[config.mk]
export PLATFORM = sky130hd
export DESIGN_NAME = edge_writer
export DESIGN_NICKNAME = d
export VERILOG_FILES = /design/src/rtl/edge_pkg.sv /design/src/rtl/flex_counter.sv /design/src/rtl/edge_writer.sv
export SDC_FILE = /design/constraint.sdc
export NUM_CORES = 1
export LEC_CHECK = 0
export ABC_AREA = 1
export CELL_PAD_IN_SITES_DETAIL_PLACEMENT = 0
export CELL_PAD_IN_SITES_GLOBAL_PLACEMENT = 1
export CORE_UTILIZATION = 43
export DETAILED_ROUTE_END_ITERATION = 10
export PLACE_DENSITY = 0.95
export SETUP_SLACK_MARGIN = 0.1
export SLEW_MARGIN = 15
export SYNTH_ARGS = -nofsm -noshare
export SYNTH_HDL_FRONTEND = slang
export SYNTH_SLANG_ARGS = --single-unit
[constraint.sdc]
create_clock -name clk -period 4.2 [get_ports clk]
set_input_delay 0.84 -clock clk [delete_from_list [all_inputs] [get_ports clk]]
set_output_delay 0.84 -clock clk [all_outputs]
set_load 0.05 [all_outputs]
[src/rtl/edge_pkg.sv]
// Shared types and constants for the edge-map column writer.
// Pixel binarization lives here so every consumer of the edge map agrees on it.
package edge_pkg;

    localparam int IMG_WIDTH_DEF  = 320;
    localparam int IMG_HEIGHT_DEF = 240;
    localparam int COL_PIXELS     = 10;

    localparam logic [7:0] EDGE_ON  = 8'hFF;
    localparam logic [7:0] EDGE_OFF = 8'h00;

    typedef enum logic [1:0] {
        ST_IDLE    = 2'd0,
        ST_WRITE   = 2'd1,
        ST_ADVANCE = 2'd2
    } writer_state_t;

    function automatic logic [7:0] binarize(input logic [7:0] pix);
        logic [7:0] res;
        if (pix != 8'h00) begin
            res = EDGE_ON;
        end else begin
            res = EDGE_OFF;
        end
        return res;
    endfunction

endpackage

[src/rtl/flex_counter.sv]
// Generic up-counter with synchronous clear, wrapping to zero after rollover_val.
// rollover_flag is registered and is high while count_out equals rollover_val.
module flex_counter #(
    parameter int NUM_CNT_BITS = 4
) (
    input  logic                    clk,
    input  logic                    n_rst,
    input  logic                    clear,
    input  logic                    count_enable,
    input  logic [NUM_CNT_BITS-1:0] rollover_val,
    output logic [NUM_CNT_BITS-1:0] count_out,
    output logic                    rollover_flag
);

    logic [NUM_CNT_BITS-1:0] next_count_s;

    // Next count: clear has priority, then wrap or increment on enable.
    always_comb begin
        next_count_s = count_out;
        if (clear) begin
            next_count_s = {NUM_CNT_BITS{1'b0}};
        end else if (count_enable) begin
            if (count_out == rollover_val) begin
                next_count_s = {NUM_CNT_BITS{1'b0}};
            end else begin
                next_count_s = count_out + {{(NUM_CNT_BITS-1){1'b0}}, 1'b1};
            end
        end else begin
            next_count_s = count_out;
        end
    end

    // Count register and its registered terminal flag.
    always_ff @(posedge clk or negedge n_rst) begin
        if (!n_rst) begin
            count_out     <= {NUM_CNT_BITS{1'b0}};
            rollover_flag <= 1'b0;
        end else begin
            count_out     <= next_count_s;
            rollover_flag <= (next_count_s == rollover_val);
        end
    end

endmodule

[src/rtl/edge_writer.sv]
// Writes each 10-pixel hysteresis result column, binarized, into the edge-map
// frame buffer over a req/ack byte port while tracking raster position.
module edge_writer
    import edge_pkg::*;
#(
    parameter int IMG_WIDTH  = IMG_WIDTH_DEF,
    parameter int IMG_HEIGHT = IMG_HEIGHT_DEF,
    parameter int ADDR_W     = 17
) (
    input  logic              clk,
    input  logic              n_rst,
    input  logic              frame_start,
    input  logic              hyst_final,
    input  logic [9:0][7:0]   hyst_out,
    output logic              mem_wr_req,
    output logic [ADDR_W-1:0] mem_addr,
    output logic [7:0]        mem_wdata,
    input  logic              mem_wr_ack,
    output logic              writer_busy,
    output logic              frame_done,
    output logic              overrun
);

    localparam int XW = (IMG_WIDTH > 1) ? $clog2(IMG_WIDTH) : 1;
    localparam int YW = $clog2(IMG_HEIGHT + 1);

    localparam logic [XW-1:0]     X_LAST    = XW'(IMG_WIDTH - 1);
    localparam logic [YW-1:0]     Y_LAST    = YW'(IMG_HEIGHT - COL_PIXELS);
    localparam logic [YW-1:0]     Y_STEP    = YW'(COL_PIXELS);
    localparam logic [ADDR_W-1:0] ROW_STEP  = ADDR_W'(IMG_WIDTH);
    // Jump from the last column of one band to the first column of the next.
    localparam logic [ADDR_W-1:0] BAND_STEP = ADDR_W'((COL_PIXELS - 1) * IMG_WIDTH + 1);
    localparam logic [3:0]        ROW_LAST  = 4'(COL_PIXELS - 1);

    writer_state_t      state_r;
    writer_state_t      next_state_s;
    logic               hyst_final_d_r;
    logic               active_r;
    logic [XW-1:0]      x_r;
    logic [YW-1:0]      y_r;
    logic [ADDR_W-1:0]  base_r;
    logic [9:0][7:0]    buf_r;
    logic [3:0]         row_idx_s;
    logic               last_row_s;
    logic               col_evt_s;
    logic               handshake_s;
    logic               frame_end_s;
    logic               drop_s;
    logic               arm_s;
    logic               capture_s;
    logic               step_s;
    logic               col_end_s;
    logic               advance_s;

    assign col_evt_s   = hyst_final & ~hyst_final_d_r;
    assign handshake_s = mem_wr_req & mem_wr_ack;
    assign frame_end_s = (x_r == X_LAST) && (y_r == Y_LAST);
    assign drop_s      = col_evt_s && (state_r != ST_IDLE);

    flex_counter #(
        .NUM_CNT_BITS (4)
    ) u_row_cnt (
        .clk           (clk),
        .n_rst         (n_rst),
        .clear         (state_r != ST_WRITE),
        .count_enable  (handshake_s),
        .rollover_val  (ROW_LAST),
        .count_out     (row_idx_s),
        .rollover_flag (last_row_s)
    );

    // FSM state register.
    always_ff @(posedge clk or negedge n_rst) begin
        if (!n_rst) begin
            state_r <= ST_IDLE;
        end else begin
            state_r <= next_state_s;
        end
    end

    // FSM next-state logic; a frame_start in IDLE swallows a coincident column.
    always_comb begin
        next_state_s = state_r;
        case (state_r)
            ST_IDLE: begin
                if (!frame_start && col_evt_s && active_r) begin
                    next_state_s = ST_WRITE;
                end else begin
                    next_state_s = ST_IDLE;
                end
            end
            ST_WRITE: begin
                if (handshake_s && last_row_s) begin
                    next_state_s = ST_ADVANCE;
                end else begin
                    next_state_s = ST_WRITE;
                end
            end
            ST_ADVANCE: next_state_s = ST_IDLE;
            default:    next_state_s = ST_IDLE;
        endcase
    end

    // FSM output decode into datapath strobes.
    always_comb begin
        arm_s     = 1'b0;
        capture_s = 1'b0;
        step_s    = 1'b0;
        col_end_s = 1'b0;
        advance_s = 1'b0;
        case (state_r)
            ST_IDLE: begin
                if (frame_start) begin
                    arm_s = 1'b1;
                end else if (col_evt_s && active_r) begin
                    capture_s = 1'b1;
                end else begin
                    capture_s = 1'b0;
                end
            end
            ST_WRITE: begin
                if (handshake_s && last_row_s) begin
                    col_end_s = 1'b1;
                end else if (handshake_s) begin
                    step_s = 1'b1;
                end else begin
                    step_s = 1'b0;
                end
            end
            ST_ADVANCE: advance_s = 1'b1;
            default:    advance_s = 1'b0;
        endcase
    end

    // Edge detector and status outputs.
    always_ff @(posedge clk or negedge n_rst) begin
        if (!n_rst) begin
            hyst_final_d_r <= 1'b1;
            mem_wr_req     <= 1'b0;
            writer_busy    <= 1'b0;
            frame_done     <= 1'b0;
            overrun        <= 1'b0;
        end else begin
            hyst_final_d_r <= hyst_final;
            mem_wr_req     <= (next_state_s == ST_WRITE);
            writer_busy    <= (next_state_s != ST_IDLE);
            frame_done     <= col_end_s && frame_end_s;
            if (arm_s) begin
                overrun <= 1'b0;
            end else if (drop_s) begin
                overrun <= 1'b1;
            end
        end
    end

    // Raster position; base_r always equals y*IMG_WIDTH + x without a multiplier.
    always_ff @(posedge clk or negedge n_rst) begin
        if (!n_rst) begin
            active_r <= 1'b0;
            x_r      <= {XW{1'b0}};
            y_r      <= {YW{1'b0}};
            base_r   <= {ADDR_W{1'b0}};
        end else if (arm_s) begin
            active_r <= 1'b1;
            x_r      <= {XW{1'b0}};
            y_r      <= {YW{1'b0}};
            base_r   <= {ADDR_W{1'b0}};
        end else if (advance_s) begin
            if (x_r == X_LAST) begin
                x_r    <= {XW{1'b0}};
                y_r    <= y_r + Y_STEP;
                base_r <= base_r + BAND_STEP;
            end else begin
                x_r    <= x_r + {{(XW-1){1'b0}}, 1'b1};
                base_r <= base_r + {{(ADDR_W-1){1'b0}}, 1'b1};
            end
            if (frame_end_s) begin
                active_r <= 1'b0;
            end
        end
    end

    // Column buffer and write port address/data, stepped one row per accepted write.
    always_ff @(posedge clk or negedge n_rst) begin
        if (!n_rst) begin
            buf_r     <= {10{8'h00}};
            mem_addr  <= {ADDR_W{1'b0}};
            mem_wdata <= 8'h00;
        end else if (capture_s) begin
            buf_r     <= hyst_out;
            mem_addr  <= base_r;
            mem_wdata <= binarize(hyst_out[0]);
        end else if (step_s) begin
            mem_addr  <= mem_addr + ROW_STEP;
            mem_wdata <= binarize(buf_r[row_idx_s + 4'd1]);
        end
    end

endmodule

# After elaboration in Yosys (flattened, before gate mapping)
# Index checks and enable logic that the tools add are counted.
# totals
register_bits	152
latchBits	0
mem_bits_rw	0
mem_bits_ro	0
inputBits	85
output_inout_bits	29
n_memories	0
# classes
add_sub_neg	6
n_mul	0
div_mod_pow	0
order_cmp	1
n_eq_ne	8
shift	0
muxes	39
bitwise	3
n_reduce_logical	20
# ops
cell	n
$mux W17	5
$mux W8	8
$bmux W8 S4	1
$mux W9	3
$add A17 B1 Y17 const B	1
$add A17 B12 Y17 const B	1
$add A17 B9 Y17 const B	1
$mux W1	17
$reduce_bool A8 Y1	2
$reduce_bool A2 Y1	7
$mux W4	3
$add A9 B1 Y9 const B	1
$eq A9 B9 Y1 const B	1
$add A8 B4 Y8 const B	1
$eq A4 B4 Y1 const B	2
$eq A8 B8 Y1 const B	1
$logic_and A1 B1 Y1	7
$lt A4 B5 Y1 const B	1
$add A4 B1 Y4 const B	1
$eq A2 B1 Y1 const B	2
$pmux W2 S2	1
$reduce_and A2 Y1	2
$and A1 B1 Y1	2
$eq A2 B2 Y1 const B	1
other kinds (5)	5

# Logic depth before layout (Yosys ltp)
# depth
depth_word	7
ltp_mapped	17
ltp_nobuf	17

# Hierarchy
# Synthesis repeated with hierarchy kept, for this count alone.
# hier_totals
cells_unflattened	930
area_unflattened_um2	7155.6
# modules_own_cells
module	instances	cells_per_inst	area_per_inst_um2	seq_area_each_um2
edge_writer	1	863	6750.2	3479.6
flex_counter	1	67	405.4	125.1

# Worst setup path before layout
# Ideal clock, no wire load.
# synth_path
path_kind	flip-flop to flip-flop
startpoint	register x_r[0]
endpoint	register base_r[16]
setup_time_ns	0.117
arrival_ns	2.065
required_ns	4.083
slack_ns	2.018
path_stages_with_launch	17
n_path_buf	0
synth_period_minus_slack_ns	2.182
path_cell_list	dfrtp_1 ha_1 nand2_1 nor2_2 nand2_2 nor2_4 nand2_2 inv_1 ha_1 inv_1 o21bai_1 a21oi_1 nand3_1 nor3b_2 nand2_1 nand3_1 nand2_1
# synth_between
elab_chain_len	4
# synth_lines
element	line_no	rtl
start, declared	edge_writer.sv:39	logic [XW-1:0] x_r;
start signal, assigned	edge_writer.sv:160	x_r <= {XW{1'b0}};
start signal, assigned	edge_writer.sv:165	x_r <= {XW{1'b0}};
start signal, assigned	edge_writer.sv:170	x_r <= {XW{1'b0}};
$eq A9 B9 Y1	edge_writer.sv:169	if (x_r == X_LAST) begin
$mux W17	edge_writer.sv:169	
$mux W17	edge_writer.sv:168	end else if (advance_s) begin
$mux W17	edge_writer.sv:163	end else if (arm_s) begin
end signal, assigned	edge_writer.sv:162	base_r <= {ADDR_W{1'b0}};
end signal, assigned	edge_writer.sv:167	base_r <= {ADDR_W{1'b0}};
end signal, assigned	edge_writer.sv:172	base_r <= base_r + BAND_STEP;
end, declared	edge_writer.sv:41	logic [ADDR_W-1:0] base_r;
# No other way between the ends. The select of a mux whose other input is x is not followed.
# A chain may end at the register's enable or synchronous reset.

==> flow_summary.ini <==
[cts]
root_buffer = clkbuf_16
clock_sinks = 144
cts_max_level = 4
cts_tree = built
post_cts_resized = 0
clk_path_buf_depth = 2
clk_latency_ns = 0.43
post-cts-setup-buffers = 0
holdBufCountCts = 0
cts_buffers = 17
clkTransAtPathRegs_ns = 0.06

[setup_path]
worst-path-max-fanout = 9
rr_worst_depth = 12
startpoint_type = register
cp-end-kind = output pin
critical_path_class = register to output pin
path_cells = clkdlybuf4s50_1
crit_family = buffers and inverters
slowest_delay_ns = 0.89
arrival_ns = 1.84
cp_num_buf_inv = 1
cpMaxStageDelayCell = clkdlybuf4s50_1
worstPathRequired_ns = 3.36
cp.depth = 1

[final_layout]
drive_gt1_frac = 0.06333
nets = 1061
syn2layout_area_growth_pct = 26.01
antenna_cells = 0

[timing]
setup_viol = 0
setup_slack_ns = 1.520
worst_pin_slew_ns = 0.9262
slew-limit-headroom = 0.3825
slew_viol_final = 0
fin_crit_sh = 0.6380
rsz0062_at_grt = no
final-hold-violation-count = 0
setup_tns_ns = 0
fin_crit_ns = 2.680
max_freq_mhz = 373.2
fin_skew_ns = 0.006111

[logic_synthesis]
yosys.area_share.adder = 0.01809
yosysWarnings = 0
ys_seq_area_frac = 0.5211
netlist.area_leader.share = 0.5173
synth.area.mux_share = 0.001447
async_reset_ff_frac = 1.000
synth_common_cells = nand2_1, dfrtp_1, inv_1
synth-simple-area-share = 0.2807
synth-xor-area-share = 0.01772
yosysTopAreaCell = dfrtp_1
syn_area_per_cell_um2 = 8.044
synth_area_leaders = dfrtp_1, nand2_1, inv_1
syn_nets = 955
postSynthCellCount = 860
synth-edff-count = 0
synth_top_family_by_area = simple AND/OR/NAND/NOR gates
synth_cell_types = 46
synth_ff_type = dfrtp_1
yosys_register_bits = 144
synth_compound_area_frac = 0.08899
netlist_area_um2 = 6918
synth.most_common_cell = nand2_1

[pwr]
pwr-share-seq = 0.389
powerDensity_nw_per_um2 = 634.6
switchingPower_w = 0.002129
swShare = 0.3849
power_leakage_nw = 4.183
p_clk_frac = 0.254
pwr-share-comb = 0.357
peakVddDrop_v = 0.0003654
power.internal_w = 0.003403

[routing]
drt_pass1_iterations = 5
met3_length_um = 769
vias_per_cell = 4.875
routedWlPerCell_um = 13.56
drc = 0
drt_wl_total_um = 16200
wl_met1_um = 7565
vias = 5826
top_layer = met4
drt-initial-drc-count = 345
postRouteAntennaNets = 0
met2WireLength_um = 7643

[outcome]
status = finished, final reports clean

[place]
hpwl_um = 11140
dp_slack_ns = 1.306
io_buffers = 113
gp_congestion = 0.8398

[die]
start_util = 0.4387
chipWidth_um = 128.8
die-area_um2 = 16600
core_area_um2 = 15770
die-height_um = 128.8
ios = 114
rows = 46

[grt]
grt_max_degree = 104
grt_first_pass_wirelength_um = 26800
grt_antenna_before_repair = 0
grtUsageTotal = 0.2081
grt_pass1_vias = 5539
overflow = 0

[min_path]
min_path_cells = 2
hold_path.class = register to register

[flow_run]
drv_cap = 0
[cells by family (layout without fill, tap and decap cells)]
kind of cell | count (synthesis) | in the layout
flip-flops | 144 | 144
AO/OA/AOI/OAI | 106 | 106
AND/OR/NAND/NOR | 474 | 474
buffers and inverters | 111 | 230
XOR/XNOR | 14 | 14
adder cells (fa/ha/maj) | 10 | 10
multiplexers | 1 | 1
[worst reg2reg max path: cells and delay by family, from the launching register on]
family	cells	cell delay [ns]
buffers and inverters	1	0.29
adder cells (fa/ha/maj)	1	0.74
AND/OR/NAND/NOR	10	0.77
flip-flops	1	0.67
[through the flow]
stage,instance area (um^2),utilization,hold slack (ns),std cells,total power (W)
final,8717,0.5528,0.4767,1195,0.005532
after detailed placement,8180,0.5187,0.4643,1163,0.004162
after CTS,8717,0.5528,0.4778,1195,0.005581
after floorplan,6918,-,0.4436,860,0.003547
after global placement,8180,0.5187,0.4574,1163,0.004122
after global routing,8717,0.5528,0.4945,1195,0.005894
[flip-flops by register name (all words and copies together) (netlist names)]
register / cells
active_r: 1
frame_done: 1
base_r: 17
hyst_final_d_r: 1
mem_wr_req: 1
overrun: 1
state_r: 2
writer_busy: 1
u_row_cnt.rollover_flag: 1
mem_wdata: 1
mem_addr: 17
y_r: 7
u_row_cnt.count_out: 4
buf_r: 80
x_r: 9
[power groups by stage]
stage	logic (W)	registers [W]	clock network, W
after floorplan	0.00121	0.00234	0
after global placement	0.00196	0.00216	0
after detailed placement	0.00199	0.00217	0
after CTS	0.00200	0.00215	0.00142
after global routing	0.00221	0.00222	0.00147
final	0.00197	0.00215	0.00141
[metal layers]
layer | up-vias | GRT usage
met1 | 2748 | 0.2768
met3 | 18 | 0.04075
li1 | 2941 | -
met5 | - | 0
met2 | 119 | 0.3393
met4 | 0 | 0.07405
[layout make-up]
cell class              count  area (um^2)
well taps                 216        270.3
clock inverters             6        57.56
fillers                  1480         7053
repair buffers            121         1192
inverters                  77        297.8
clock buffers              26        479.2
flip-flops and latches    144         3605
multi-input cells         605         2815
[cell usage in the layout, fill, tap and decap left out, types with 6 or more instances in the layout]
| cell type | Yosys | final |
|---|---|---|
| o21ai_1 | 11 | 11 |
| ha_1 | 10 | 10 |
| inv_2 | 7 | 6 |
| clkdlybuf4s50_1 | 0 | 112 |
| inv_1 | 67 | 67 |
| nor2_4 | 6 | 6 |
| nand3_1 | 35 | 35 |
| o211ai_1 | 7 | 7 |
| nor3_1 | 8 | 8 |
| a21oi_1 | 21 | 21 |
| clkbuf_16 | 0 | 17 |
| xor2_1 | 9 | 9 |
| nor2_1 | 62 | 62 |
| buf_4 | 16 | 8 |
| nand2_1 | 344 | 344 |
| dfrtp_1 | 143 | 143 |
| clkbuf_1 | 5 | 7 |
| o21ai_0 | 44 | 44 |
[path summary, 6_finish.rpt]
check	from	endpoint	slack (ns)
max	mem_wdata[6]	mem_wdata[3]	1.52
max reg2reg	u_row_cnt.count_out[0]	mem_wdata[6]	1.61
min reg2reg	buf_r[76]	buf_r[76]	0.48
min	buf_r[76]	buf_r[76]	0.48
min in group asynchronous	n_rst	buf_r[38]	0.53
max in group asynchronous	n_rst	buf_r[52]	2.81
Power figures use the tool's default switching activity.
